## src/rtl/bus_switch_pkg.sv

```systemverilog
// Shared types for the bus switch sequencer: segment codes, FSM states,
// per-switch drive direction and the two-switch route.
package bus_switch_pkg;

  localparam logic [1:0] SEG_ALU = 2'd0;
  localparam logic [1:0] SEG_REG = 2'd1;
  localparam logic [1:0] SEG_PIN = 2'd2;
  localparam logic [1:0] SEG_ILL = 2'd3;

  typedef enum logic [1:0] {
    ST_IDLE  = 2'd0,
    ST_TURN  = 2'd1,
    ST_DRIVE = 2'd2
  } state_e;

  typedef enum logic [1:0] {
    DIR_NONE = 2'd0,
    DIR_UP   = 2'd1,
    DIR_DOWN = 2'd2
  } dir_e;

  typedef struct packed {
    dir_e sw1_dir;
    dir_e sw2_dir;
  } route_t;

endpackage

```

## src/rtl/bus_switch_route.sv

```systemverilog
// Combinational route decode: source/destination segment and mask request
// to per-switch direction, plus an illegal-request flag.
module bus_switch_route
  import bus_switch_pkg::*;
(
  input  logic [1:0] src_i,
  input  logic [1:0] dst_i,
  input  logic       mask543_i,
  output route_t     route_o,
  output logic       illegal_o
);

  route_t rt;
  logic   bad;

  always_comb begin
    rt  = '{sw1_dir: DIR_NONE, sw2_dir: DIR_NONE};
    bad = 1'b0;
    if (src_i == SEG_ILL || dst_i == SEG_ILL || src_i == dst_i) begin
      bad = 1'b1;
    end else if (src_i < dst_i) begin
      if (src_i == SEG_ALU) rt.sw1_dir = DIR_DOWN;
      if (dst_i == SEG_PIN) rt.sw2_dir = DIR_DOWN;
    end else begin
      if (dst_i == SEG_ALU) rt.sw1_dir = DIR_UP;
      if (src_i == SEG_PIN) rt.sw2_dir = DIR_UP;
    end
    // [5:3] masking only makes sense while SW1 drives downstream
    if (mask543_i && rt.sw1_dir != DIR_DOWN) bad = 1'b1;
    if (bad) rt = '{sw1_dir: DIR_NONE, sw2_dir: DIR_NONE};
    route_o   = rt;
    illegal_o = bad;
  end

endmodule

```

## src/rtl/bus_switch_seq.sv

```systemverilog
// Bus switch sequencer: accepts a transfer request, inserts a break-before-make
// turnaround when a switch reverses, then drives the routed switches hold+1 cycles.
module bus_switch_seq
  import bus_switch_pkg::*;
#(
  parameter int TURN_CYCLES = 1,
  parameter int HOLD_W      = 2
) (
  input  logic              clk,
  input  logic              nreset,
  input  logic              req,
  input  logic [1:0]        src,
  input  logic [1:0]        dst,
  input  logic              mask543,
  input  logic [HOLD_W-1:0] hold,
  input  logic              abort,
  output logic              ack,
  output logic              err,
  output logic              busy,
  output logic              done,
  output logic              ctl_sw_1u,
  output logic              ctl_sw_1d,
  output logic              ctl_sw_2u,
  output logic              ctl_sw_2d,
  output logic              ctl_sw_mask543_en
);

  localparam int CNT_W = (HOLD_W > 2) ? HOLD_W : 2;

  state_e            state_q, state_d;
  logic [CNT_W-1:0]  cnt_q, cnt_d;
  route_t            route_q, route_d;
  logic              mask_q, mask_d;
  logic [HOLD_W-1:0] hold_q, hold_d;
  dir_e              mem1_q, mem2_q;
  logic              sw1u_q, sw1d_q, sw2u_q, sw2d_q, msk_q, done_q;

  route_t            req_route;
  logic              req_illegal;
  logic              turn_needed;
  logic              drv_d;

  bus_switch_route u_route (
    .src_i     (src),
    .dst_i     (dst),
    .mask543_i (mask543),
    .route_o   (req_route),
    .illegal_o (req_illegal)
  );

  assign turn_needed =
    (req_route.sw1_dir != DIR_NONE && mem1_q != DIR_NONE && mem1_q != req_route.sw1_dir) ||
    (req_route.sw2_dir != DIR_NONE && mem2_q != DIR_NONE && mem2_q != req_route.sw2_dir);

  always_comb begin
    state_d = state_q;
    cnt_d   = cnt_q;
    route_d = route_q;
    mask_d  = mask_q;
    hold_d  = hold_q;
    ack     = 1'b0;
    err     = 1'b0;
    unique case (state_q)
      ST_IDLE: begin
        if (req) begin
          ack = 1'b1;
          err = req_illegal;
          if (!req_illegal) begin
            route_d = req_route;
            mask_d  = mask543;
            hold_d  = hold;
            if (turn_needed) begin
              state_d = ST_TURN;
              cnt_d   = CNT_W'(TURN_CYCLES - 1);
            end else begin
              state_d = ST_DRIVE;
              cnt_d   = CNT_W'(hold);
            end
          end
        end
      end
      ST_TURN: begin
        if (abort) begin
          state_d = ST_IDLE;
        end else if (cnt_q == '0) begin
          state_d = ST_DRIVE;
          cnt_d   = CNT_W'(hold_q);
        end else begin
          cnt_d = cnt_q - CNT_W'(1);
        end
      end
      ST_DRIVE: begin
        if (abort || cnt_q == '0) begin
          state_d = ST_IDLE;
        end else begin
          cnt_d = cnt_q - CNT_W'(1);
        end
      end
      default: state_d = ST_IDLE;
    endcase
  end

  // Outputs are flopped from the next state so they line up with the state register.
  assign drv_d = (state_d == ST_DRIVE);

  always_ff @(posedge clk or negedge nreset) begin
    if (!nreset) begin
      state_q <= ST_IDLE;
      cnt_q   <= '0;
      route_q <= '{sw1_dir: DIR_NONE, sw2_dir: DIR_NONE};
      mask_q  <= 1'b0;
      hold_q  <= '0;
      mem1_q  <= DIR_NONE;
      mem2_q  <= DIR_NONE;
      sw1u_q  <= 1'b0;
      sw1d_q  <= 1'b0;
      sw2u_q  <= 1'b0;
      sw2d_q  <= 1'b0;
      msk_q   <= 1'b0;
      done_q  <= 1'b0;
    end else begin
      state_q <= state_d;
      cnt_q   <= cnt_d;
      route_q <= route_d;
      mask_q  <= mask_d;
      hold_q  <= hold_d;
      if (drv_d && state_q != ST_DRIVE) begin
        if (route_d.sw1_dir != DIR_NONE) mem1_q <= route_d.sw1_dir;
        if (route_d.sw2_dir != DIR_NONE) mem2_q <= route_d.sw2_dir;
      end
      sw1u_q <= drv_d && route_d.sw1_dir == DIR_UP;
      sw1d_q <= drv_d && route_d.sw1_dir == DIR_DOWN;
      sw2u_q <= drv_d && route_d.sw2_dir == DIR_UP;
      sw2d_q <= drv_d && route_d.sw2_dir == DIR_DOWN;
      msk_q  <= drv_d && mask_d && route_d.sw1_dir == DIR_DOWN;
      done_q <= drv_d && cnt_d == '0;
    end
  end

  assign busy              = (state_q != ST_IDLE);
  assign done              = done_q;
  assign ctl_sw_1u         = sw1u_q;
  assign ctl_sw_1d         = sw1d_q;
  assign ctl_sw_2u         = sw2u_q;
  assign ctl_sw_2d         = sw2d_q;
  assign ctl_sw_mask543_en = msk_q;

endmodule

```

## config.mk

```make
export PLATFORM = sky130hd
export DESIGN_NAME = bus_switch_seq
export DESIGN_NICKNAME = d
export VERILOG_FILES = /design/src/rtl/bus_switch_pkg.sv /design/src/rtl/bus_switch_route.sv /design/src/rtl/bus_switch_seq.sv
export SDC_FILE = /design/constraint.sdc
export NUM_CORES = 1
export LEC_CHECK = 0
export CORE_ASPECT_RATIO = 0.75
export CORE_MARGIN = 2
export CORE_UTILIZATION = 55
export CTS_CLUSTER_SIZE = 28
export DETAILED_ROUTE_END_ITERATION = 8
export DONT_BUFFER_PORTS = 1
export PLACE_DENSITY_LB_ADDON = 0.15
export SYNTH_ARGS = -nofsm -noshare
export SYNTH_HDL_FRONTEND = slang
export SYNTH_SLANG_ARGS = --single-unit
```

## constraint.sdc

```tcl
create_clock -name clk -period 2.15 [get_ports clk]
set_clock_uncertainty 0.15 [all_clocks]
set_input_delay 0.43 -clock clk [delete_from_list [all_inputs] [get_ports clk]]
set_output_delay 0.43 -clock clk [all_outputs]
set_load 0.005 [all_outputs]
```

After elaboration in Yosys (flattened, before gate mapping)
Index checks and enable logic that the tools add are counted.

Memories: 0. Bits in latches: 0. Bits in registers: 21. ROM bits: 0. Word-level logic and storage cells: 98. Memory bits (writable): 0.

Add/sub/neg operators: 1. Reductions and logical operators: 32. Eq/ne operators: 16. Div/mod/pow operators: 0. Multiply operators: 0. Shifts and indexed selects: 0. Magnitude comparators: 1. Multiplexer cells: 33. Bitwise logic cells: 1.

Operators by type and width (count): 2-bit 2-to-1 mux (14); 4-bit 2-to-1 mux (6); 2-bit == test (second input constant) (8); 2-bit nonzero test (7); 1-bit logical AND (13); 2-bit case mux with 3 select lines (2); 1-bit 2-to-1 mux (11); 2-bit zero test (5); 2-bit by 1-bit == test with 1-bit output (second input constant) (3); 1-bit logical OR (4); 2-bit inequality test (2); 2-bit inequality test (second input constant) (2); 2-bit AND reduction (2); 3-bit AND reduction (1); 2-bit == test (1); 2-bit < comparator (1); 2-bit by 1-bit subtractor with 2-bit output (second input constant) (1); 1-bit inverter (1).

Logic depth before layout (Yosys ltp)
Depth in word-level cells: 19. Gate-level depth with buffers: 10. Gate-level depth less buffers: 10.

Modules after synthesis
From an unflattened synthesis, not the netlist that was laid out.

Cell total of the unflattened synthesis: 121. Area, all modules: 1290.0 µm².

By module, submodules not included: bus_switch_seq (area an instance 1167.4 µm², instances 1, cells an instance 103, seq. area each 525.5 µm²); bus_switch_route (area an instance 122.6 µm², instances 1, cells an instance 18, seq. area each 0.0 µm²).

Worst setup path after synthesis
No wires, ideal clock.

Path kind: in2reg. Start point: in src[0]. End point: reg msk_q (netlist: ctl_sw_mask543_en). Setup time: 94 ps. Stages: 9. Path slack: -380 ps. Arrival: 2286 ps. Cell sequence: inv_1 ha_1 a22o_1 nor4b_4 a2111oi_1 and4b_4 a31oi_4 a21o_4 nor4b_4.

Cells in the longest elaborated chain, start to end: 19. Elaborated cells between the ends (all ways): 39. Those cells by class: order compare (1); eq/ne (8); mux (17); reduce/logical (13).

Ends and longest elaborated chain: start: declaration (RTL line bus_switch_seq.sv:12) `input logic [1:0] src,`; 2-bit zero test or 2-bit == test (tied branches) (RTL line bus_switch_route.sv:22, bus_switch_route.sv:19); 2-bit 2-to-1 mux or 1-bit logical OR (tied branches) (RTL line bus_switch_route.sv:22, bus_switch_route.sv:19); 4-bit 2-to-1 mux or 1-bit logical OR (tied branches) (RTL line bus_switch_route.sv:21, bus_switch_route.sv:19); 4-bit 2-to-1 mux (RTL line bus_switch_route.sv:19) `if (src_i == SEG_ILL || dst_i == SEG_ILL || src_i == dst_i) begin`; 2-bit inequality test (RTL line bus_switch_route.sv:29) `if (mask543_i && rt.sw1_dir != DIR_DOWN) bad = 1'b1;`; 1-bit logical AND (RTL line bus_switch_route.sv:29); 1-bit 2-to-1 mux (RTL line bus_switch_route.sv:29); 4-bit 2-to-1 mux (RTL line bus_switch_route.sv:30) `if (bad) rt = '{sw1_dir: DIR_NONE, sw2_dir: DIR_NONE};`; [... 3 more ...]; 1-bit logical OR (RTL line bus_switch_seq.sv:52) `(req_route.sw1_dir != DIR_NONE && mem1_q != DIR_NONE && mem1_q != req_route.sw1_dir) ||`; 2-bit 2-to-1 mux (RTL line bus_switch_seq.sv:72) `if (turn_needed) begin`; 2-bit 2-to-1 mux (RTL line bus_switch_seq.sv:68) `if (!req_illegal) begin`; 2-bit 2-to-1 mux (RTL line bus_switch_seq.sv:65) `if (req) begin`; 2-bit case mux with 3 select lines (RTL line bus_switch_seq.sv:63) `unique case (state_q)`; 2-bit == test (RTL line bus_switch_seq.sv:104) `assign drv_d = (state_d == ST_DRIVE);`; 1-bit logical AND (RTL line bus_switch_seq.sv:135) `msk_q <= drv_d && mask_d && route_d.sw1_dir == DIR_DOWN;`; 1-bit logical AND * (RTL line bus_switch_seq.sv:135); end signal: assignment (RTL line bus_switch_seq.sv:119) `msk_q <= 1'b0;`; end signal: assignment (RTL line bus_switch_seq.sv:135); end: declaration (RTL line bus_switch_seq.sv:36) `logic sw1u_q, sw1d_q, sw2u_q, sw2d_q, msk_q, done_q;`.

Mark *: on every way between the ends. The rest lies on a longest branch, timed or not. A chain may end at the register's enable or synchronous reset.

Final worst setup path
Start point: in src[1]. End point: reg msk_q (netlist: ctl_sw_mask543_en).

The elaborated chain is that of the path after synthesis.

==> tab_implementation.tex <==
\begin{tabular}{lr}
\hline
Metric & Value \\
\hline
\multicolumn{2}{l}{\textbf{Setup path}} \\
Critical register-to-register path endpoint & done\$\_DFF\_PN0\_ \\
Endpoint arrival time on the critical path & 2.30 ns \\
Startpoint type of the worst setup path & input port \\
Type of destination of the critical path & flip-flop \\
Crit Path Category & input port to flip-flop \\
Number of cells on the worst reg-to-reg path & 10 \\
CP required & 2.22 ns \\
Reg-to-reg slack, setup & 0.04 ns \\
Source of the worst register-to-register timing path & cnt\_q[0]\$\_DFF\_PN0\_ \\
Largest fanout on the critical path & 6 \\
\multicolumn{2}{l}{\textbf{Floorplan}} \\
Ports placed on the boundary & 20 \\
Core Region & 2070 um2 \\
Vertical die dimension & 45.0 um \\
Die X & 58.7 um \\
Number of standard-cell rows in the floorplan & 14 \\
Starting density of the core & 59.6\% \\
Die area & 2640 um2 \\
\multicolumn{2}{l}{\textbf{Timing}} \\
Measured slew at the worst slew-check pin & 0.861 ns \\
RSZ-0062 raised after global routing & yes \\
Final number of max-transition violations & 0 \\
Maximum clock rate & 0.448 GHz \\
Worst slack on hold paths & 0.125 ns \\
Ratio of final minimum period to clock period & 104\% \\
Crit path setup slack, layout & -0.0824 ns \\
Clock period minus final worst setup slack & 2.23 ns \\
Final Hold Fails & 0 \\
Headroom to the max-slew limit & 42.4\% \\
\# setup viols final & 11 \\
\multicolumn{2}{l}{\textbf{Power and ir drop}} \\
Total power divided by cell area & 916 nW/um2 \\
Peak supply drop & 699 uV \\
Leakage power & 0.753 nW \\
\multicolumn{2}{l}{\textbf{Placed design}} \\
Count of input and output buffers & 0 \\
Dpl cell area & 1480 um2 \\
Detailed-placement wirelength estimate & 2.31 mm \\
Weighted congestion at the end of routability-driven global placement & 0.892 \\
\multicolumn{2}{l}{\textbf{Routing}} \\
Total iterations of the first detailed-routing run & 6 \\
Final antenna-violating net count & 0 \\
Number of violations reported at the end of detailed-routing iteration 0 & 94 \\
Total via count in the routed design & 1,116 \\
Wirelength, routed & 3.12 mm \\
Detailed-route DRC error count & 2 \\
Wirelength per Cell & 17.2 um \\
Vias/cell & 6.17 \\
\multicolumn{2}{l}{\textbf{Min path}} \\
Worst Hold Path Cells & 1 \\
Worst Hold Class & input port to flip-flop \\
Hold wc startpoint & hold[0] \\
Terminating pin of the worst hold path & hold\_q[0]\$\_DFFE\_PN0P\_ \\
\multicolumn{2}{l}{\textbf{GRT}} \\
First-pass GRT wire length & 5.31 mm \\
Global Route Usage Sum & 27.5\% \\
Largest net degree at the start of global routing & 22 \\
Number of antenna violations at the first check in global routing & 0 \\
Number of global-route vias before repair & 1,136 \\
Sum of overflow across all layers after global routing & 0 \\
\multicolumn{2}{l}{\textbf{Clocking}} \\
Latest clock arrival within the worst-skew pair & 0.30 ns \\
Deepest level of the CTS H-tree & 1 \\
Clock buffers created by TritonCTS & 3 \\
\# clock sinks & 21 \\
Root cell of the clock tree & clkbuf\_4 \\
CTS tree & built \\
Reg clk slew, reported paths & 0.11 ns \\
Clk buf depth & 2 \\
\multicolumn{2}{l}{\textbf{Logic synthesis}} \\
Largest cells by area after synthesis & dfrtp\_1 (43\%), nand2\_1 (4.0\%), nor4b\_4 (3.9\%) \\
Cell area after synthesis & 1230 um2 \\
Average cell area after synthesis & 9.78 um2 \\
Post-synth EDFFs & 0 \\
Synth Net Count & 140 \\
Cell with the most instances after synthesis & dfrtp\_1 \\
FFs w/ async S/R, synth & 100\% \\
Post-synthesis sequential area ratio & 42.6\% \\
Cell accounting for the most synthesized area & dfrtp\_1 \\
Most common flop cell mapped by yosys & dfrtp\_1 \\
Top-area cell type share of the netlist area & 42.6\% \\
Post-synth top cells & dfrtp\_1 (21), nand2\_1 (13), inv\_1 (12) \\
Synth Instances & 126 \\
\#FFs+latches synth & 21 \\
Synthesis warning total & 0 \\
Number of distinct library cell variants in the gate-level netlist after synthesis & 44 \\
\multicolumn{2}{l}{\textbf{Layout}} \\
Finished Cell Area & 1600 um2 \\
Diodes inserted & 0 \\
Share of layout cells above drive strength 1 & 38.9\% \\
Signed area change from the synthesized netlist to the final layout & 30.1\% \\
Total Nets Final & 172 \\
\multicolumn{2}{l}{\textbf{Status}} \\
Result of the run & complete, but fails checks \\
Failing checks & DRC, setup timing \\
\multicolumn{2}{l}{\textbf{Job}} \\
Max\_cap viols & 0 \\
\hline
\end{tabular}
## cells in the final DEF, fill, tap and decap left out, types with 2 or more instances in the layout
cell type / count
and3_1: 2
a22o_1: 2
o21ai_1: 2
nand3_1: 2
a21oi_2: 2
a2bb2oi_1: 2
o31ai_1: 3
a221oi_1: 2
mux2i_1: 3
a21oi_1: 2
clkbuf_4: 3
inv_2: 3
o21ai_0: 5
dfrtp_1: 21
nor2_1: 4
mux2_2: 3
buf_4: 27
nor3_1: 4
nor4b_4: 2
nand2_1: 12
ha_4: 2
nor2b_1: 2
inv_1: 10
buf_6: 2
o22ai_1: 3
## registers in the layout, summed over array words and instances, names as in the netlist
signal and cells:
route_q 4, hold_q 2, ctl_sw_2u 1, ctl_sw_2d 1, cnt_q 2, mask_q 1, ctl_sw_mask543_en 1, ctl_sw_1d 1
mem2_q 2, done 1, ctl_sw_1u 1, state_q 2, mem1_q 2
## layer usage
metal / global-route usage [%] / up-vias / routed length (um)
li1: - / 530 / -
met1: 41.0 / 524 / 1450
met2: 41.6 / 58 / 1350
met3: 3.72 / 4 / 265
met4: 10.5 / 0 / 44
met5: 0 / - / 0
## worst max-delay path: stages
cell	delay, ns
ha_4	0.22
and2b_2	0.23
nor4b_4	0.33
a2111oi_1	0.13
and4b_4	0.38
a31oi_4	0.13
a21o_4	0.25
nor4b_4	0.20
## worst max-delay path by stage
stage,startpoint,to,slack (ns)
floorplan,src[1],ctl_sw_mask543_en$_DFF_PN0_,-0.22
global placement,src[1],done$_DFF_PN0_,-0.37
detailed placement,dst[1],ctl_sw_mask543_en$_DFF_PN0_,-0.42
CTS,src[1],ctl_sw_mask543_en$_DFF_PN0_,-0.06
global route,src[0],ctl_sw_1u$_DFF_PN0_,-0.15
finish,src[1],ctl_sw_mask543_en$_DFF_PN0_,-0.08
## power by group
| part | total [W] | internal, W | switching (W) | leakage (nW) |
|---|---|---|---|---|
| clock network | 0.000181 | 0.0000693 | 0.000112 | 0.0177 |
| logic | 0.000726 | 0.000361 | 0.000365 | 0.465 |
| registers | 0.000560 | 0.000496 | 0.0000637 | 0.270 |
## through the flow
| stage | utilization, % | instances | total power (W) | TNS [ns] | worst slack, ns |
|---|---|---|---|---|---|
| 3_5_place_dp | 71.7 | 174 | 0.00120 | -5.32 | -0.419 |
| 5_1_grt | 77.5 | 181 | 0.00157 | -1.30 | -0.154 |
| 3_3_place_gp | 71.7 | 174 | 0.00118 | -3.84 | -0.374 |
| 4_1_cts | 76.8 | 181 | 0.00144 | -0.260 | -0.0626 |
| 6_report | 77.5 | 181 | 0.00147 | -0.381 | -0.0824 |
| 2_1_floorplan | - | 126 | 0.000935 | -1.83 | -0.218 |
## logic make-up (layout without fill, tap and decap cells)
group,Yosys count,count (layout),synth area share [%]
and+or+nand+nor,43,43,21.2
AOI/OAI and AO/OA,36,36,22.4
DFF,21,21,42.6
buffers and inverters,17,48,5.48
muxes,6,6,5.18
adders and majority gates,3,3,3.05
## cell type report
cell class	count	area, um2
repair buffers	30	235
clock buffers	3	22.5
clock inverters	1	5.00
multi-input cells	88	724
flip-flops and latches	21	526
fillers	136	464
well taps	24	30.0
inverters	14	60.1
## repair_timing
item	in CTS	in global routing
pin swaps	4	4
gates resized for setup	12	6
hold endpoints to repair	21	0
hold buffers	1	0
endpoints found under the setup margin	7	14
setup buffers	2	0
No activity file was read; power rests on OpenSTA's default activity.
